<file path="config.mk">
export PLATFORM = sky130hd
export DESIGN_NAME = pattern_delay_timer
export DESIGN_NICKNAME = d
export VERILOG_FILES = /design/src/rtl/pattern_delay_timer.sv
export SDC_FILE = /design/constraint.sdc
export NUM_CORES = 1
export LEC_CHECK = 0
export CAP_MARGIN = 15
export CORE_ASPECT_RATIO = 0.7
export CORE_MARGIN = 10
export CORE_UTILIZATION = 40
export DETAILED_ROUTE_END_ITERATION = 8
export GPL_TIMING_DRIVEN = 0
export SYNTH_ARGS = -nofsm -noshare
export SYNTH_HDL_FRONTEND = slang
export SYNTH_SLANG_ARGS = --single-unit
</file>
<file path="constraint.sdc">
create_clock -name clk -period 2.47 [get_ports clk]
set_clock_uncertainty 0.15 [all_clocks]
set_input_delay 0.247 -clock clk [delete_from_list [all_inputs] [get_ports clk]]
set_output_delay 0.247 -clock clk [all_outputs]
set_load 0.005 [all_outputs]
</file>
<file path="src/rtl/pattern_delay_timer.sv">
// pattern_delay_timer: one-shot delay timer armed by a serial start pattern.
// After PATTERN is seen on data, the next DELAY_W bits (MSB first) are
// shifted into the delay register. The timer then counts (delay+1)*TICKS
// cycles and raises done until ack is seen.
// Optional build macro TIMER_ABORT_EN adds a synchronous abort input.
//
// state  | meaning
// -------+------------------------------------------------------------
// SEARCH | shifting data into history, looking for PATTERN
// SHIFT  | shift_ena high, loading DELAY_W delay bits from data
// COUNT  | counting high, TICKS cycles per delay unit, down to zero
// DONE   | done high, waiting for ack
module pattern_delay_timer #(
  parameter int                 PAT_W   = 4,
  parameter logic [PAT_W-1:0]   PATTERN = 4'b1101,
  parameter int                 DELAY_W = 4,
  parameter int                 TICKS   = 1000
) (
  input  logic               clk,
  input  logic               resetn,
  input  logic               data,
  input  logic               ack,
`ifdef TIMER_ABORT_EN
  input  logic               abort,
`endif
  output logic               shift_ena,
  output logic               counting,
  output logic               done,
  output logic [DELAY_W-1:0] count
);

  localparam int TICK_W = (TICKS > 1) ? $clog2(TICKS) : 1;
  localparam int BIT_W  = (DELAY_W > 1) ? $clog2(DELAY_W) : 1;
  localparam logic [TICK_W-1:0] TICK_RELOAD = TICK_W'(TICKS - 1);
  localparam logic [BIT_W-1:0]  BIT_LAST    = BIT_W'(DELAY_W - 1);

  typedef enum logic [1:0] {
    SEARCH = 2'd0,
    SHIFT  = 2'd1,
    COUNT  = 2'd2,
    DONE   = 2'd3
  } state_t;

  state_t state, state_nxt;

  // Only the newest PAT_W-1 bits are kept; the incoming bit completes the window.
  logic [PAT_W-2:0]   history;
  logic [PAT_W-1:0]   history_shifted;
  logic [DELAY_W-1:0] delay;
  logic [BIT_W-1:0]   bit_cnt;
  logic [TICK_W-1:0]  tick;
  logic               abort_i;

`ifdef TIMER_ABORT_EN
  assign abort_i = abort;
`else
  assign abort_i = 1'b0;
`endif

  assign history_shifted = {history, data};

  // State register; reset returns to SEARCH from anywhere.
  always_ff @(posedge clk) begin
    if (!resetn) begin
      state <= SEARCH;
    end else begin
      state <= state_nxt;
    end
  end

  // Next-state decode; abort overrides every other transition.
  always_comb begin
    state_nxt = state;
    case (state)
      SEARCH: if (history_shifted == PATTERN) state_nxt = SHIFT;
      SHIFT:  if (bit_cnt == BIT_LAST) state_nxt = COUNT;
      COUNT:  if ((tick == '0) && (delay == '0)) state_nxt = DONE;
      DONE:   if (ack) state_nxt = SEARCH;
      default: state_nxt = SEARCH;
    endcase
    if (abort_i) state_nxt = SEARCH;
  end

  // Datapath: pattern history, delay shift/decrement, bit and tick counters.
  always_ff @(posedge clk) begin
    if (!resetn) begin
      history <= '0;
      delay   <= '0;
      bit_cnt <= '0;
      tick    <= '0;
    end else if (abort_i) begin
      history <= '0;
      delay   <= '0;
      bit_cnt <= '0;
      tick    <= '0;
    end else begin
      case (state)
        SEARCH: begin
          history <= history_shifted[PAT_W-2:0];
          bit_cnt <= '0;
        end
        SHIFT: begin
          delay   <= {delay[DELAY_W-2:0], data};
          bit_cnt <= bit_cnt + 1'b1;
          if (bit_cnt == BIT_LAST) tick <= TICK_RELOAD;
        end
        COUNT: begin
          if (tick != '0) begin
            tick <= tick - 1'b1;
          end else if (delay != '0) begin
            delay <= delay - 1'b1;
            tick  <= TICK_RELOAD;
          end
        end
        DONE: begin
          // Clearing history keeps bits seen before the ack out of the next match.
          if (ack) history <= '0;
        end
        default: ;
      endcase
    end
  end

  // Outputs decode from state and the delay register only.
  assign shift_ena = (state == SHIFT);
  assign counting  = (state == COUNT);
  assign done      = (state == DONE);
  // delay is already zero in DONE and after completion, so it can drive count directly.
  assign count     = delay;

endmodule
</file>
# ---- Yosys cells after proc, flatten, opt, wreduce, memory -nomap -nowiden
# Index checks and enable logic that the tools add are counted.
dict set report word_totals {
  elab_cells 48
  out_inout_bits 7
  ff_bits 21
  in_bits 4
}
dict set report classes {
  n_mux 15
  eq_ne 12
  reduce_logical 13
  add_sub_neg 3
}
# op n
set ops {}
lappend ops {{$mux 10} 3}
lappend ops {{$pmux 10 s2} 1}
lappend ops {{$logic_not 10->1} 1}
lappend ops {{$reduce_bool 10->1} 1}
lappend ops {{$sub 10x1->10 const B} 1}
lappend ops {{$mux 2} 4}
lappend ops {{$mux 4} 2}
lappend ops {{$pmux 2 s4} 1}
lappend ops {{$pmux 4 s2} 1}
lappend ops {{$eq 2x2->1 const B} 3}
lappend ops {{$ne 2x1->1 const B} 3}
lappend ops {{$ne 2x2->1 const B} 3}
lappend ops {{$pmux 3 s2} 1}
lappend ops {{$reduce_and 3->1} 2}
lappend ops {{$reduce_bool 2->1} 3}
lappend ops {{$eq 4x4->1 const B} 1}
lappend ops {{$logic_not 4->1} 1}
lappend ops {{$pmux 2 s2} 1}
lappend ops {{$reduce_and 4->1} 1}
lappend ops {{$reduce_bool 4->1} 1}
lappend ops {{$sub 4x1->4 const B} 1}
lappend ops {{$mux 3} 1}
lappend ops {{$ne 3x1->1 const B} 1}
lappend ops {{$add 2x1->2 const B} 1}
lappend ops {{4 further kinds} 4}

# ---- Longest topological paths before layout
# Gate-level depths: netlist of run 1.
dict set report depth {
  depth_word 4
  depth_mapped 7
  depth_no_buf 6
}

# ---- Worst setup path before layout of run 1
# No wires, ideal clock.
dict set report synth_path {
  path_type {register to register}
  start {register tick[0]}
  end {register delay[2] (netlist: count[2])}
  arrival_time_ns 1.683
  setup_time_ns 0.122
  period_less_slack_ns 1.955
  path_stages_with_launch 8
  path_buffers 1
  t_required_ns 2.198
  setup_slack_ns 0.515
  path_cell_list {dfxtp_1 > inv_1 > ha_1 > or4b_1 > buf_6 > nor3_4 > a21oi_1 > a311o_1}
}
dict set report synth_between {
  elab_chain_cells 3
}
# item line_no
set synth_rtl {}
lappend synth_rtl {{start, declared} 51} ;# logic [TICK_W-1:0] tick;
lappend synth_rtl {{start signal, assigned} 109} ;# tick <= tick - 1'b1;
lappend synth_rtl {{$reduce_bool 10->1} 108} ;# if (tick != '0) begin
lappend synth_rtl {{$ne 2x2->1 (no source line)} n/a}
lappend synth_rtl {{$reduce_and 3->1 (no source line)} n/a}
lappend synth_rtl {{end signal, assigned} 103} ;# delay <= {delay[DELAY_W-2:0], data};
lappend synth_rtl {{end signal, assigned} 111} ;# delay <= delay - 1'b1;
lappend synth_rtl {{end, declared} 49} ;# logic [DELAY_W-1:0] delay;
# No other way between the ends.
# A chain may end at the register's enable or synchronous reset.

# ---- Worst setup path after layout of run 1
dict set report layout_path {
  start {register delay[0] (netlist: count[0])}
  end {register delay[3] (netlist: count[3])}
}
dict set report layout_between {
  elab_chain_cells 4
  word_cells_on_any_way 7
  cone_classes {add/sub: 1; eq/ne: 1; mux: 3; reduce/logical: 2}
}
# item line_no
set layout_rtl {}
lappend layout_rtl {{$sub 4x1->4} 111}
lappend layout_rtl {{$mux 4} 110} ;# end else if (delay != '0) begin
lappend layout_rtl {{$mux 4} 108}
lappend layout_rtl {{$pmux 4 s2} 97} ;# case (state)
# Parallel ways exist; a longest one is shown, timed or not. The select of a mux whose other input is x is not followed.

==> metrics, run 1 <==
part of the power in combinational logic 55.4%; post-CTS sizing 0; number of synthesized flops with an enable pin 0; prevailing post-synth register cell dfxtp_1; grt ovf 0; Die Height 68.8 µm; Syn Area/Cell 8.84 µm²; largest net degree at the start of global routing 14; gpl congestion 0.821; row count 17; top post-synthesis cells by count dfxtp_1 (21), inv_1 (13), nor2_1 (11), nand2_1 (10), a21oi_1 (9); CTS Buffer Depth 2; cell area after synthesis 1360 µm²; Seq pwr share 30.1%; fin nets 181; Ys Warns 0; hold_ws 367 ps; Final setup viols 0; Fin. Hold Viols 0; Post-CTS Setup Repair Bufs 0; Fillers 319; synth unique cells 57; CP max stage delay 550 ps; # H-tree levels 1; CP arrival 2270 ps; PortBufs 10; number of global-route vias before repair 1125; P_leak 0.536 nW; vias per cell 5.74; Crit path buffers/inverters 1; Worst Setup Path Type flip-flop to flip-flop; Final Max Slew Viols 0; Reg clk slew, reported paths 90 ps; top post-synthesis cells by area dfxtp_1 (31%), ha_1 (7.4%), inv_1 (3.6%), a21oi_1 (3.3%), nor2_1 (3.0%); CTS root buf clkbuf_8; drt pass-1 iters 4; WL/cell 15.4 µm; Rel. slew slack 59.8%; worst endpoint required time 2530 ps; total wire length 3310 µm; CTS tree done; slowest CP cell or3b_2; outcome completed; post-synth top area cell dfxtp_1; crit path launch type flip-flop; CP Max Fanout 5; most common cell in the netlist dfxtp_1; final period utilization 89.5%; Sw Ratio 44.8%; post-synthesis async set-or-reset flop share 0%; share of layout cells above drive strength 1 13.7%; net switching power 0.748 mW; hpwl dp 2540 µm; HP Class flip-flop to flip-flop; diode count 0; Worst-Margin Slew 598 ps; Crit path max-delay family compound AO/OA/AOI/OAI gates; DRC 0; # hold bufs at CTS 0; Worst setup EP type flip-flop; initial core utilization 42.4%; Overall Global Routing Usage 11.2%; placed cell area 1520 µm²; I/O pins 11; Die ar. 6170 µm²; core area 3210 µm²; power per cell area 1060 nW/µm²; critical path, cell by cell inv_1 -> ha_1 -> or3b_2 -> a41oi_1 -> a221oi_1 -> o2bb2ai_1; initial antenna violation count 0; peak supply drop 0.000351 V; syn_nets 166; Internal Power 0.922 mW; Finished Cell Area 1570 µm²; Clock power frac 14.5%; post-synthesis sequential area ratio 30.9%; DRT antenna net count 0; min Tclk post-route 2210 ps; Sink Count 21; Layout area overhead 15.3%; Final TNS setup 0 ps; Yosys top cell area share 30.9%; RSZ-0062 raised after global routing false; flops & latches, synth 21; vias post-DR 1234; DR iter-0 viols 88; clock latency on the worst-skew pair 270 ps; Die W 89.7 µm; Mapped Cells 154; CTS Buf Count 3; number of max-cap violations 0; first-pass GRT wire length 5620 µm; fmax 0.452 GHz
## placed cells by master (no fill, tap or decap), drive strengths merged, types with 3 or more instances in the layout
cell,instances
a21oi,9
a211oi,3
nand3,5
nor2b,3
clkdlybuf4s50,10
nand2,10
dfxtp,21
inv,13
mux2i,3
a221oi,3
buf,3
clkbuf,7
a31oi,4
nor3,3
o21ai,3
a22oi,3
nor2,12
nand4,4
ha,8
or4,3
nor4,3
## routing by layer
layer  global-route usage, %  share of wire [%]  up-vias
li1                        -                  -      618
met1                    15.3                 51      590
met2                    16.8                 44       23
met3                    3.99                5.0        3
met4                    1.81               0.48        0
met5                       0                  0        -
## sequential cells by signal, summed over array words and instances, names as in the netlist
| register | count |
|---|---|
| bit_cnt | 2 |
| count | 4 |
| history | 3 |
| state | 2 |
| tick | 10 |
## metrics by stage
step	utilization, %	setup slack (ps)	total power, mW	std cells
6_report	48.9	259	1.67	215
5_1_grt	48.9	113	1.81	215
4_1_cts	48.9	284	1.68	215
3_5_place_dp	47.3	288	1.43	211
3_3_place_gp	47.3	259	1.41	211
2_1_floorplan	-	515	1.23	154
## cell families after synthesis
kind of cell,share of synthesized area (%)
and+or+nand+nor,26.3
AOI/OAI and AO/OA,26.6
DFF,30.9
buffers and inverters,6.71
adders and majority gates,7.35
muxes,2.21
## worst paths after layout
check                                      startpoint                     to  slack [ps]  depth (start not counted)
worst max-delay path            count[0]$_SDFFE_PN0P_  count[3]$_SDFFE_PN0P_         260                          6
worst min register to register   tick[0]$_SDFFE_PN0P_   tick[0]$_SDFFE_PN0P_         370                          1
worst min-delay path             tick[0]$_SDFFE_PN0P_   tick[0]$_SDFFE_PN0P_         370                          1
worst max register to register  count[0]$_SDFFE_PN0P_  count[3]$_SDFFE_PN0P_         260                          6
## power by group through the flow
stage | Combinational (mW) | Clock, mW | Sequential [mW]
final | 0.925 | 0.243 | 0.502
after global routing | 1.02 | 0.270 | 0.517
after CTS | 0.926 | 0.249 | 0.502
after detailed placement | 0.920 | 0 | 0.510
after global placement | 0.905 | 0 | 0.504
after floorplan | 0.742 | 0 | 0.490
## cell type report
class	instances	area [µm²]	share of cell area, %
clock inverter	1	7.51	0.478
tap	47	58.8	3.75
multi-input combinational	113	850	54.1
clock buffer	3	41.3	2.63
timing repair buffer	10	100	6.38
sequential	21	420	26.8
inverter	13	48.8	3.11
buffer	7	42.5	2.71
Power figures use the tool's default switching activity.
==> run 2: changes to the inputs <==
- SLEW_MARGIN: unset -> 0
==> results of run 2 <==
Final layout, timing and power as in run 1 (identical DEF).
